### src/rtl/dcache_wb_ctrl.sv
// Direct-mapped write-back / write-allocate data cache with a handshaked
// backing-memory port; misses are serviced by a writeback/refill FSM.
module dcache_wb_ctrl #(
    parameter int DATA_WIDTH      = 32,
    parameter int SETS            = 8,
    parameter int WORDS_PER_BLOCK = 4
) (
    input  logic                  clk,
    input  logic                  rst,
    input  logic [31:0]           cpu_addr,
    input  logic [DATA_WIDTH-1:0] cpu_wdata,
    input  logic                  cpu_byte,
    input  logic                  cpu_wen,
    input  logic                  cpu_ren,
    output logic [DATA_WIDTH-1:0] cpu_rdata,
    output logic                  stall,
    output logic                  mem_req,
    output logic                  mem_we,
    output logic [31:0]           mem_addr,
    output logic [DATA_WIDTH-1:0] mem_wdata,
    input  logic [DATA_WIDTH-1:0] mem_rdata,
    input  logic                  mem_ack
);
    localparam int WB = $clog2(WORDS_PER_BLOCK);
    localparam int CW = (WB > 0) ? WB : 1;
    localparam int IB = $clog2(SETS);
    localparam int TW = 32 - 2 - WB - IB;
    localparam logic [CW-1:0] LAST = CW'(WORDS_PER_BLOCK - 1);

    typedef enum logic [1:0] {IDLE, WRITEBACK, REFILL, DONE} state_t;

    state_t                state;
    logic [CW-1:0]         cnt;
    logic [SETS-1:0]       valid;
    logic [SETS-1:0]       dirty;
    logic [TW-1:0]         tags [SETS];
    logic [DATA_WIDTH-1:0] data [SETS][WORDS_PER_BLOCK];

    logic [1:0]            off;
    logic [CW-1:0]         word;
    logic [IB-1:0]         idx;
    logic [TW-1:0]         tag;
    logic                  req, hit, store_hit, refill_beat, refill_last;
    logic [DATA_WIDTH-1:0] rd_word;
    logic [31:0]           old_base, new_base, beat_off;

    assign off  = cpu_addr[1:0];
    assign word = cpu_addr[2 +: CW] & LAST;
    assign idx  = cpu_addr[2+WB +: IB];
    assign tag  = cpu_addr[31 -: TW];

    assign req     = cpu_ren | cpu_wen;
    assign hit     = valid[idx] & (tags[idx] == tag);
    assign rd_word = data[idx][word];

    // A store wins over a simultaneous load; stores only land from IDLE.
    assign store_hit   = ~rst & (state == IDLE) & cpu_wen & hit;
    assign refill_beat = ~rst & (state == REFILL) & mem_req & mem_ack;
    assign refill_last = refill_beat & (cnt == LAST);

    assign old_base = {tags[idx], idx, {(WB+2){1'b0}}};
    assign new_base = {tag, idx, {(WB+2){1'b0}}};
    assign beat_off = {{(30-CW){1'b0}}, cnt, 2'b00};

    assign stall = rst ? 1'b0 : ((state == IDLE) ? (req & ~hit) : 1'b1);

    always_comb begin
        cpu_rdata = '0;
        if (!rst && cpu_ren && !cpu_wen && hit) begin
            if (cpu_byte) cpu_rdata = {{(DATA_WIDTH-8){1'b0}}, rd_word[{off, 3'b000} +: 8]};
            else          cpu_rdata = rd_word;
        end
    end

    // Tag and data arrays carry no reset so they can map onto plain RAM.
    always_ff @(posedge clk) begin
        if (refill_beat) data[idx][cnt] <= mem_rdata;
        if (refill_last) tags[idx] <= tag;
        if (store_hit) begin
            if (cpu_byte) data[idx][word][{off, 3'b000} +: 8] <= cpu_wdata[7:0];
            else          data[idx][word] <= cpu_wdata;
        end
    end

    // Each beat: one cycle with mem_req low, then raise and hold until ack.
    always_ff @(posedge clk) begin
        if (rst) begin
            state     <= IDLE;
            cnt       <= '0;
            valid     <= '0;
            dirty     <= '0;
            mem_req   <= 1'b0;
            mem_we    <= 1'b0;
            mem_addr  <= '0;
            mem_wdata <= '0;
        end else begin
            case (state)
                IDLE: begin
                    cnt <= '0;
                    if (store_hit) dirty[idx] <= 1'b1;
                    if (req && !hit) begin
                        if (valid[idx] && dirty[idx]) begin
                            state <= WRITEBACK;
                        end else begin
                            state      <= REFILL;
                            valid[idx] <= 1'b0;
                        end
                    end
                end
                WRITEBACK: begin
                    if (!mem_req) begin
                        mem_req   <= 1'b1;
                        mem_we    <= 1'b1;
                        mem_addr  <= old_base | beat_off;
                        mem_wdata <= data[idx][cnt];
                    end else if (mem_ack) begin
                        mem_req <= 1'b0;
                        cnt     <= (cnt == LAST) ? '0 : cnt + 1'b1;
                        if (cnt == LAST) begin
                            state      <= REFILL;
                            valid[idx] <= 1'b0;
                            dirty[idx] <= 1'b0;
                        end
                    end
                end
                REFILL: begin
                    if (!mem_req) begin
                        mem_req  <= 1'b1;
                        mem_we   <= 1'b0;
                        mem_addr <= new_base | beat_off;
                    end else if (mem_ack) begin
                        mem_req <= 1'b0;
                        cnt     <= (cnt == LAST) ? '0 : cnt + 1'b1;
                        if (cnt == LAST) begin
                            state      <= DONE;
                            valid[idx] <= 1'b1;
                            dirty[idx] <= 1'b0;
                        end
                    end
                end
                DONE:    state <= IDLE;
                default: state <= IDLE;
            endcase
        end
    end
endmodule

### config.mk
export PLATFORM = sky130hd
export DESIGN_NAME = dcache_wb_ctrl
export DESIGN_NICKNAME = d
export VERILOG_FILES = /design/src/rtl/dcache_wb_ctrl.sv
export SDC_FILE = /design/constraint.sdc
export NUM_CORES = 2
export LEC_CHECK = 0
export ABC_AREA = 1
export CAP_MARGIN = 30
export CORE_UTILIZATION = 65
export DETAILED_ROUTE_END_ITERATION = 12
export GPL_TIMING_DRIVEN = 1
export PLACE_DENSITY = 0.8
export SLEW_MARGIN = 20
export SYNTH_ARGS = -nofsm -noshare
export SYNTH_HDL_FRONTEND = slang
export SYNTH_SLANG_ARGS = --single-unit
### constraint.sdc
create_clock -name clk -period 7.3 [get_ports clk]
set_input_delay 2.19 -clock clk [delete_from_list [all_inputs] [get_ports clk]]
set_output_delay 2.19 -clock clk [all_outputs]
set_load 0.01 [all_outputs]
# Yosys cells after proc, flatten, opt, wreduce, memory -nomap -nowiden

Memories as Yosys holds them, arrays and structs flattened.
Index checks and enable logic that the tools add are counted.

Div/mod/pow operators: 0
Multiplexer cells: 323
Order comparisons: 6
Reductions and logical operators: 22
Bitwise gates (word level): 278
Shift operators: 3
Multipliers: 0
Add/sub/neg operators: 2
Equality and inequality tests: 19

Operator list:

| operator                                              | number |
|---|---|
| two-way mux 128 bit                                   | 3 |
| two-way mux 32 bit                                    | 11 |
| two-way mux 1 bit                                     | 272 |
| bitwise OR 1 bit                                      | 257 |
| demux 32 bit (select 2 bit)                           | 3 |
| binary-select mux 32 bit (select 2 bit)               | 2 |
| two-way mux 8 bit                                     | 12 |
| bitwise OR 32 x 4 -> 32 bit                           | 2 |
| one-hot mux 32 bit (2 select lines)                   | 1 |
| variable shift 8 x 7 -> 32 bit, first input constant  | 1 |
| variable part select 32 x 6 -> 8 bit                  | 1 |
| variable part select 8 x 7 -> 32 bit                  | 1 |
| == test 25 bit                                        | 1 |
| one-hot mux 8 bit (3 select lines)                    | 1 |
| two-way mux 2 bit                                     | 11 |
| inequality test 2 bit, second input constant          | 9 |
| bitwise AND 8 bit                                     | 2 |
| bitwise OR 8 bit                                      | 2 |
| one-hot mux 8 bit (2 select lines)                    | 1 |
| inequality test 2 x 1 -> 1 bit, second input constant | 5 |
| bitwise AND 1 bit                                     | 9 |
| AND reduction 9 bit                                   | 1 |
| logical AND 1 bit                                     | 8 |
| NOT 8 bit                                             | 1 |
| 24 further kinds                                      | 36 |

Register bits: 86
RAM bits: 1224
Bits in read-only memories: 0
Memories: 2
Bits in latches: 0

Memories:

| memory | depth | bits a word | rd ports | clocked after Yosys merged registers in | write ports | RTL line | RTL |
|---|---|---|---|---|---|---|---|
| data   | 8     | 128         | 1        | 0                                       | 1           | 37       | `logic [DATA_WIDTH-1:0] data [SETS][WORDS_PER_BLOCK];` |
| tags   | 8     | 25          | 1        | 0                                       | 1           | 36       | `logic [TW-1:0] tags [SETS];` |

# Logic depth before layout (Yosys ltp)

Depth after elaboration: 10
Gate-level depth with buffers: 24
Mapped depth without buffers: 20

# Worst setup path before layout

Ideal clock, no wire load.

Path type: input-to-output
Start point: input cpu_addr[4]
End point: output cpu_rdata[6]
Data required time: 5.110 ns
Path slack: 0.831 ns
Path buffers: 6
Data arrival time: 4.279 ns
Stages: 16
Cell sequence: buf_2 -> inv_2 -> buf_6 -> buf_2 -> buf_2 -> nor2_1 -> buf_2 -> buf_2 -> a22oi_1 -> nand4_1 -> inv_1 -> o21ai_0 -> o21ai_0 -> nand3_1 -> o211ai_1 -> o21ai_0

Longest elaborated chain between the ends: 7
Elaborated cells between the ends (all ways): 13
Those cells by class: 1 x eq/ne; 1 x shift; 7 x mux; 1 x bitwise; 1 x reduce/logical; 2 x memory

RTL lines:

| item                                                   | RTL line | RTL |
|---|---|---|
| start: declaration                                     | 10       | `input logic [31:0] cpu_addr,` |
| memory read (8 x 128 bit)                              | -        |  |
| binary-select mux 32 bit (select 2 bit)                | 54       | `assign rd_word = data[idx][word];` |
| two-way mux 32 bit (implied by the code) (2 in series) | 54       |  |
| variable part select 32 x 6 -> 8 bit                   | 70       | `if (cpu_byte) cpu_rdata = {{(DATA_WIDTH-8){1'b0}}, rd_word[{off, 3'b000} +: 8]};` |
| two-way mux 32 bit                                     | 70       |  |
| two-way mux 32 bit *                                   | 69       | `if (!rst && cpu_ren && !cpu_wen && hit) begin` |
| end: declaration                                       | 15       | `output logic [DATA_WIDTH-1:0] cpu_rdata,` |

Every way passes the cells marked *; elsewhere a longest branch is shown, timed or not. The select of a mux whose other input is x is not followed.

# Final worst setup path

Start point: input cpu_addr[6]
End point: output cpu_rdata[2]

The elaborated chain is that of the path after synthesis.

==> results.yml <==
status:
  status: "completed"
critical_path:
  critPathMostFrequentCell: "buf_4"
  path_class: "in -> out"
  cp.required_ns: 5.11
  reg2reg_slack_ns: 2.90
  critPathLaunchType: "primary input"
  critical_path.slowest_cell: "nand4_1"
  crit_end: "cpu_rdata[2]"
  path_max_fanout: 17
  critPathTopFamily: "buffers and inverters"
  r2r-start: "tags[0][10]"
  crit_start: "cpu_addr[6]"
  critPathArrivalTime_ns: 5.10
  crit_cells: 19
  cp_cell_sequence: "buf_2 > buf_4 > buf_4 > nand2_4 > nor2_4 > buf_12 > buf_12 > buf_4 > a22oi_1 > nand3_1 > or2_4 > nand2_1 > nand4_1 > buf_4 > nand2_1 > nand2_1 > o211ai_1 > o21ai_0 > clkbuf_2"
  end_kind: "primary output"
  slowest_delay_ns: 0.30
  reg2reg_to: "data[0][32]"
  path_buf_inv: 8
  reg2reg_depth: 17
final_layout:
  drive_gt1_share_pct: 15.5
  final_util_pct: 80.0
  final_cell_mix: "1402 x nand2_1, 1224 x edfxtp_1, 481 x buf_4, 394 x nor2_1, 367 x inv_1"
  fin_nets: 5863
  final_common_cell: "nand2_1"
  areaGrowthSynthToFinish_pct: 21.1
synth:
  synth_edf_count: 1224
  synth_compound_gate_area_share_pct: 8.15
  synth_seq_area_share_pct: 67.9
  synth_top_area_share_pct: 65.0
  synth_fa_ha_area_share_pct: 0.310
  muxShareOfSynthArea_pct: 0
  yosysTopAreaCell: "edfxtp_1"
  ys_async_sr_fraction_pct: 0
  syn_inst: 5144
  yosys_warnings: 0
  netlist_area_um2: 56600
  synth_xor_area_share_pct: 0.0155
  synth.avg_cell_area_um2: 11.0
  yosysUniqueCellTypes: 51
  ys_ff_latch: 1308
  yosys.area_share.simple_pct: 18.5
  synth_area_leaders: "edfxtp_1 65%, nand2_1 9.4%, dfxtp_1 3.0%"
  synth_ff_type: "edfxtp_1"
  synth_top_family_by_area: "simple AND/OR/NAND/NOR gates"
clock_tree:
  postCtsHoldBufs: 0
  clkSinkCount: 1308
  cts_buffer_depth: 3
  cts.clk_slew.worst_paths_ns: 0.06
  htree_levels: 4
  cts_tree: "built"
  cts_root_buf: "clkbuf_16"
  cts_buffers: 132
  clock_latency_ns: 0.77
drt:
  drtAntennaViolNets: 0
  firstDrtPassIters: 10
  viasPerCell: 6.58
  drc: 0
  drt-initial-drc-count: 7053
  wl_um: 193000
  wl_per_cell_um: 27.5
  vias: 46100
power_and_ir_drop:
  ir_drop_v: 0.000261
  leakagePower_nw: 26.8
  powerDensity_nw_per_um2: 257
floorplanning:
  die_area_um2: 88200
  fp.dieH_um: 297
  rows: 107
  core-area_um2: 85700
  ios: 201
  fp.dieW_um: 297
  start_util_pct: 66.0
sta:
  grt_setup_unrepaired: "yes"
  worst_slack_ns: 0.0127
  tightest_slew_ns: 1.13
  finalHoldViolCount: 0
  min_period_ns: 7.29
  setup_viol: 0
  max_freq_ghz: 0.137
  post-route-period-util_pct: 99.8
  skew_ns: 0.0281
  slew_headroom_pct: 24.6
  maxSlewViolCount: 0
global_routing:
  grt_pass1_vias: 44000
  grt_pass1_wl_um: 279000
  antenna_found_initial: 5
  grt_max_degree: 70
  grt.met2_usage_pct: 64.7
  gr-usage-all-layers_pct: 43.2
  gr-max-usage-layer: "met2"
  grtUsageMet3_pct: 13.4
  use_met1_pct: 55.6
  grt_overflow: 0
placed_design:
  place.gp.congestion: 1.00
  dpl_worst_slack_ns: -0.933
  port_buffers: 198
  dp_hpwl_um: 126000
run:
  maxCapViolCount: 0
worst_hold_path:
  hold_path_class: "reg -> reg"
## how the worst min path moves through the flow
stage | endpoint | slack (ns) | depth (start not counted)
6_report | flip-flop | 0.47 | 2
5_1_grt | flip-flop | 0.49 | 2
4_1_cts | flip-flop | 0.47 | 2
3_5_place_dp | flip-flop | 0.46 | 2
3_3_place_gp | flip-flop | 0.45 | 2
2_1_floorplan | flip-flop | 0.44 | 2
## registers in the layout (all words and copies together), names as in the netlist, named ones only
name / count
data: 1024
tags: 200
mem_wdata: 32
mem_addr: 30
cnt: 2
state: 2
mem_req: 1
mem_we: 1
## area by class of cell
cell class,instances,area [um2]
sequential,1308,38400
fill,4842,17200
multi-input combinational,3140,15700
timing repair buffer,766,7250
clock buffer,172,3590
inverter,399,1520
tap,1144,1430
clock inverter,67,578
antenna,4,10.0
## what timing repair did
action,4_1_cts,5_1_grt
cloned,2,3
hold endpoints to repair,0,0
pin swaps,22,27
buffers inserted,24,11
setup endpoints to repair,33,32
gates resized for setup,100,69
## power by group
group,internal (mW),total (mW),switching (mW),leakage [nW]
Combinational,0.894,2.57,1.68,13.1
Sequential,8.33,8.45,0.117,11.7
Clock,3.65,6.59,2.95,2.02
## tightest hold or removal path, cell delays in order (launching register included)
cell and delay (ns):
dfxtp_1 0.31, nand2_1 0.06, a21oi_1 0.05
## logic make-up (layout without fill, tap and decap cells)
logic type,Yosys count,in the layout
AO/OA/AOI/OAI,676,676
XOR/XNOR,1,1
adder cells (fa/ha/maj),14,14
buffers and inverters,697,1404
flip-flops,1308,1308
other,1,6
AND/OR/NAND/NOR,2447,2447
## per-stage QoR
step / hold slack (ns) / instance area (um2) / TNS, ns / power, mW / std cells
final: 0.475 / 68500 / 0 / 17.6 / 7000
after global routing: 0.494 / 68500 / -0.0353 / 18.0 / 6996
after floorplan: 0.439 / 56600 / 0 / 9.72 / 5145
after global placement: 0.446 / 63500 / -18.49 / 10.9 / 6717
after detailed placement: 0.461 / 63500 / -19.11 / 11.0 / 6718
after CTS: 0.471 / 68200 / -0.0591 / 17.4 / 6983
## synth_stat cells, types with 6 or more instances
master,number
a221oi_1,94
inv_1,374
inv_2,19
clkbuf_1,160
a22o_1,68
o21ai_0,157
nand3_4,11
buf_1,31
nand3_1,319
a22oi_1,112
o2bb2ai_1,22
nand2_1,1415
o211ai_1,57
buf_4,24
nor2_2,14
nor2_1,426
a21oi_1,112
buf_2,77
or2_2,13
ha_1,14
or2_1,7
edfxtp_1,1224
o221ai_1,14
o22ai_1,13
dfxtp_1,84
nand4_1,210
nor3_1,7
nand3b_1,10
a211oi_1,6
o21ai_1,13
## layer usage
metal / share of wire (%) / wire, um
met3: 15 / 29600
met1: 33 / 64200
met2: 44 / 84400
met4: 7.4 / 14300
met5: 0.013 / 25
No activity file was read; power rests on OpenSTA's default activity.
